### src/rtl/muldiv_unit.sv
// Iterative MULT/MULTU/DIV/DIVU unit feeding architectural HI/LO.
// Shift-add multiply and restoring divide, one bit per cycle, sign-fixed at the end.
module muldiv_unit #(
  parameter int WIDTH = 32
) (
  input  logic             i_clk,
  input  logic             i_rst,
  input  logic             i_start,
  input  logic [1:0]       i_op,
  input  logic [WIDTH-1:0] i_rs,
  input  logic [WIDTH-1:0] i_rt,
  input  logic             i_mthi,
  input  logic             i_mtlo,
  input  logic [WIDTH-1:0] i_wdata,
  output logic [WIDTH-1:0] o_hi,
  output logic [WIDTH-1:0] o_lo,
  output logic             o_busy,
  output logic             o_done
);
  localparam int CW = (WIDTH > 1) ? $clog2(WIDTH) : 1;
  localparam logic [CW-1:0] LAST = CW'(WIDTH - 1);

  typedef enum logic [1:0] {IDLE, CALC, FIX} state_t;
  state_t state, state_nx;

  logic [1:0]         op_q;
  logic [WIDTH-1:0]   rs_q;     // raw dividend, returned as HI on divide-by-zero
  logic [WIDTH-1:0]   md_q;     // |multiplicand| or |divisor|
  logic [WIDTH-1:0]   mq_q;     // multiplier (shifts right) or dividend/quotient (shifts left)
  logic [2*WIDTH-1:0] acc;
  logic [WIDTH:0]     rem;
  logic [CW-1:0]      cnt;
  logic               sign_a, sign_b, div_zero;
  logic [WIDTH-1:0]   hi_q, lo_q;
  logic               done_q;

  logic               st_signed, st_sa, st_sb;
  logic [WIDTH:0]     mul_sum, div_sh, div_diff;
  logic [2*WIDTH-1:0] prod_fix;
  logic [WIDTH-1:0]   quo_fix, rem_fix;

  assign st_signed = ~i_op[0];
  assign st_sa     = st_signed & i_rs[WIDTH-1];
  assign st_sb     = st_signed & i_rt[WIDTH-1];

  assign mul_sum  = {1'b0, acc[2*WIDTH-1:WIDTH]} + (mq_q[0] ? {1'b0, md_q} : '0);
  assign div_sh   = {rem[WIDTH-1:0], mq_q[WIDTH-1]};
  assign div_diff = div_sh - {1'b0, md_q};

  assign prod_fix = (sign_a ^ sign_b) ? -acc : acc;
  assign quo_fix  = (sign_a ^ sign_b) ? -mq_q : mq_q;
  assign rem_fix  = sign_a ? -rem[WIDTH-1:0] : rem[WIDTH-1:0];

  always_ff @(posedge i_clk or posedge i_rst) begin
    if (i_rst) state <= IDLE;
    else       state <= state_nx;
  end

  always_comb begin
    state_nx = state;
    case (state)
      IDLE:    if (i_start) state_nx = CALC;
      CALC:    if (cnt == LAST) state_nx = FIX;
      FIX:     state_nx = IDLE;
      default: state_nx = IDLE;
    endcase
  end

  always_ff @(posedge i_clk or posedge i_rst) begin
    if (i_rst) begin
      op_q     <= '0;
      rs_q     <= '0;
      md_q     <= '0;
      mq_q     <= '0;
      acc      <= '0;
      rem      <= '0;
      cnt      <= '0;
      sign_a   <= 1'b0;
      sign_b   <= 1'b0;
      div_zero <= 1'b0;
      hi_q     <= '0;
      lo_q     <= '0;
      done_q   <= 1'b0;
    end else begin
      done_q <= 1'b0;
      case (state)
        IDLE: begin
          if (i_start) begin
            op_q     <= i_op;
            rs_q     <= i_rs;
            mq_q     <= st_sa ? -i_rs : i_rs;
            md_q     <= st_sb ? -i_rt : i_rt;
            sign_a   <= st_sa;
            sign_b   <= st_sb;
            div_zero <= (i_rt == '0);
            acc      <= '0;
            rem      <= '0;
            cnt      <= '0;
          end else begin
            if (i_mthi) hi_q <= i_wdata;
            if (i_mtlo) lo_q <= i_wdata;
          end
        end
        CALC: begin
          cnt <= cnt + 1'b1;
          if (op_q[1]) begin
            // restoring step: keep the trial difference only when it did not borrow
            rem  <= div_diff[WIDTH] ? div_sh : div_diff;
            mq_q <= {mq_q[WIDTH-2:0], ~div_diff[WIDTH]};
          end else begin
            acc  <= {mul_sum, acc[WIDTH-1:1]};
            mq_q <= mq_q >> 1;
          end
        end
        FIX: begin
          done_q <= 1'b1;
          if (!op_q[1]) begin
            hi_q <= prod_fix[2*WIDTH-1:WIDTH];
            lo_q <= prod_fix[WIDTH-1:0];
          end else if (div_zero) begin
            hi_q <= rs_q;
            lo_q <= {WIDTH{1'b1}};
          end else begin
            hi_q <= rem_fix;
            lo_q <= quo_fix;
          end
        end
        default: ;
      endcase
    end
  end

  assign o_hi   = hi_q;
  assign o_lo   = lo_q;
  assign o_busy = (state != IDLE);
  assign o_done = done_q;
endmodule

### config.mk
export PLATFORM = sky130hd
export DESIGN_NAME = muldiv_unit
export DESIGN_NICKNAME = d
export VERILOG_FILES = /design/src/rtl/muldiv_unit.sv
export SDC_FILE = /design/constraint.sdc
export NUM_CORES = 1
export LEC_CHECK = 0
export ABC_AREA = 0
export CAP_MARGIN = 20
export CORE_ASPECT_RATIO = 0.5
export CORE_MARGIN = 4
export CORE_UTILIZATION = 25
export CTS_CLUSTER_SIZE = 28
export DETAILED_ROUTE_END_ITERATION = 10
export HOLD_SLACK_MARGIN = 0.15
export PLACE_DENSITY = 0.53
export SLEW_MARGIN = 20
export SYNTH_ARGS = -nofsm -noshare
export SYNTH_HDL_FRONTEND = slang
export SYNTH_SLANG_ARGS = --single-unit
### constraint.sdc
create_clock -name i_clk -period 9.4 [get_ports i_clk]
set_clock_uncertainty 0.15 [all_clocks]
set_input_delay 1.41 -clock i_clk [delete_from_list [all_inputs] [get_ports i_clk]]
set_output_delay 1.41 -clock i_clk [all_outputs]
set_load 0.02 [all_outputs]
==> results.toml <==
[global_routing]
grt_start_max_net_pins = 154
grt_usage_pct = 16.3
grt-ovfl-total = 0
grt_pass1_wl_um = 103000
grt_pass1_vias = 16900
antenna_found_initial = 10

[drt]
route.detailed.drc = 0
first_iter_violations = 1533
ant_nets = 0
vias = 17600
route.met3.wl_um = 3490
wl_per_cell_um = 19.6
routed_wl_um = 67900
highest-signal-layer = "met5"
firstDrtPassIters = 5
via_per_inst = 5.06
wl_met1_um = 30300
wl_met2_um = 32100

[power]
pwr-share-seq_pct = 25.2
vdd_drop_max_v = 0.000199
p_int_mw = 4.68
clkPwrFrac_pct = 13.6
power_switching_mw = 4.46
power-per-cell-area_mw_per_mm2 = 400
swShare_pct = 48.8
p_comb_share_pct = 61.3
leakage_nw = 9.63

[setup_path]
reg2reg_depth = 14
path_class = "register to register"
r2r_slack_ns = 4.95
r2r-start = "md_q[0]"
cp-end-kind = "register"
worstSetupStartpointType = "register"
critical_path_required_ns = 9.75
rr_endpoint = "acc[63]"
crit_fanout = 4
arrival_ns = 4.80

[min_path]
holdPathEnd = "md_q[16]"
holdCritPathClass = "register to register"
holdPathStages = 2
hp-start = "md_q[16]"

[synthesis]
syn_nets = 2511
ys_seq_area_share_pct = 35.1
ys_top_cells_by_area = "dfrtp_1, o21ai_0, nand2_1, xnor2_1, xor2_1"
synth_most_common_cell = "nand2_1"
synth_top_cell_by_area = "dfrtp_1"
synth_edf_count = 0
synth_cell_types = 76
async_reset_ff_share_pct = 100
ys_ff_latch = 268
syn_area_mm2 = 0.0191
synth_common_cells = "nand2_1, o21ai_0, dfrtp_1, nor2_1, a21oi_1"
ys.flop_type = "dfrtp_1"
synth.avg_cell_area_um2 = 8.17
synth_top_area_share_pct = 35.1
yosysWarnings = 0
synthCells = 2335

[timing]
period_share_pct = 47.4
holdWs_ns = 0.326
min_period_ns = 4.45
worstMarginPinSlew_ns = 1.13
rsz0062_at_grt = "false"
report.final.slew_viol_count = 0
max_freq_ghz = 0.225
hold_violations = 0
tns_ns = 0
relSlewSlack_pct = 23.9
setup_viol = 0

[flow_run]
cap_viol_max_count = 0

[placement]
gp_congestion = 0.890
portBuffers = 168
detailed_place_hpwl_um = 51000

[clock_network]
clock_path_buffers = 3
clock_sink_count = 268
cts_tree = "built"
numCtsBuffers = 31
htree_levels = 1
cts_root_buffer = "clkbuf_16"
postCtsSetupBuffers = 0
cts.clk_slew.worst_paths_ns = 0.06
hold_buffers = 0
cts_resized = 0
clk_latency_ns = 0.60

[die]
row_count = 71
io_pins = 169
start_util_pct = 25.3
dieArea_mm2 = 0.0811
die_h_um = 203
core_area_mm2 = 0.0754
die_width_um = 399

[layout]
layout-area-overhead-vs-synth_pct = 19.6
drive_gt1_share_pct = 4.41
final_nets = 2600

[run_status]
status = "completed"
[stage by stage]
stage                     util [%]  instances  area (um2)  setup slack [ns]  total power, mW
final                         30.3       3474       22800              4.95             9.14
after detailed placement      28.9       3412       21800              4.59             7.85
after global routing          30.3       3473       22800              4.55             9.85
after floorplan                  -       2335       19100             0.458             6.13
after global placement        28.9       3412       21800              4.62             7.80
after CTS                     30.2       3469       22800              4.62             9.13
[registers in the layout, summed over array words and instances (netlist names)]
register,count
acc,64
cnt,5
div_zero,1
md_q,32
mq_q,32
o_done,1
o_hi,32
o_lo,32
op_q,1
rem,32
rs_q,32
sign_a,1
sign_b,1
state,2
[power groups by stage]
stage,logic (mW),clock network (mW),registers (mW)
finish,5.60,1.24,2.30
global route,6.16,1.31,2.38
CTS,5.57,1.27,2.30
detailed placement,5.54,0,2.31
global placement,5.50,0,2.30
floorplan,3.88,0,2.25
[worst max-delay path by stage]
stage / cells after the start / end / startpoint
after global routing: 14 / acc[63] / mq_q[0]
after floorplan: 1 / acc[0] / i_rst
after CTS: 13 / acc[63] / mq_q[0]
final: 14 / acc[63] / md_q[0]
after detailed placement: 10 / md_q[30] / i_rt[2]
after global placement: 10 / md_q[30] / i_rt[2]
[critical path, cell delays in order (launching register included)]
cell,delay [ns]
dfrtp_1,0.51
and2_1,0.20
ha_1,0.25
inv_1,0.08
fa_1,0.42
nor2b_1,0.13
o21ai_0,0.12
o21ai_0,0.48
a31oi_1,0.28
o41ai_1,0.57
a41oi_1,0.28
o21ai_0,0.36
a31oi_1,0.18
o21a_1,0.19
nor3_1,0.16
[cells in the final DEF (no fill, tap or decap), types with 13 or more instances in the layout]
master	synthesis	layout
a22o_1	31	31
nand2_1	352	351
dfrtp_1	268	266
ha_1	71	71
a21oi_1	152	152
a21o_1	34	34
clkdlybuf4s50_1	0	168
a31oi_1	21	21
o31ai_1	21	21
or3_1	32	32
o41ai_1	21	21
nor2_1	169	166
and2_1	15	14
o21ai_0	277	277
nand3_1	27	27
a221oi_1	13	13
nor2b_1	15	14
inv_1	74	73
xnor2_1	121	120
nand2b_1	29	27
o211ai_1	42	42
buf_4	0	21
o22ai_1	28	28
xor2_1	107	106
nor3_1	46	46
mux2i_1	63	63
o221ai_1	20	20
and3_1	17	17
clkbuf_16	0	31
[logic make-up after synthesis]
family / after synthesis / synth area share, %
AND/OR/NAND/NOR: 761 / 18.2
AO/OA/AOI/OAI: 733 / 23.9
flip-flops: 268 / 35.1
XOR/XNOR: 228 / 10.5
buffers and inverters: 209 / 4.16
adder cells (fa/ha/maj): 73 / 4.87
multiplexers: 63 / 3.31
[cell type report]
type | instances | area [um2]
Fill cell | 7943 | 52600
Multi-Input combinational cell | 1858 | 11700
Sequential cell | 268 | 6710
Timing Repair Buffer | 191 | 1870
Tap cell | 1022 | 1280
Clock buffer | 47 | 906
Inverter | 74 | 285
Clock inverter | 10 | 108
Antenna cell | 4 | 10.0
[metal layers]
metal	vias to the layer above	track usage, %
met4	8	4.30
met3	95	2.08
met1	8520	21.8
met5	-	0
met2	431	27.6
li1	8515	-
Power figures use the tool's default switching activity.
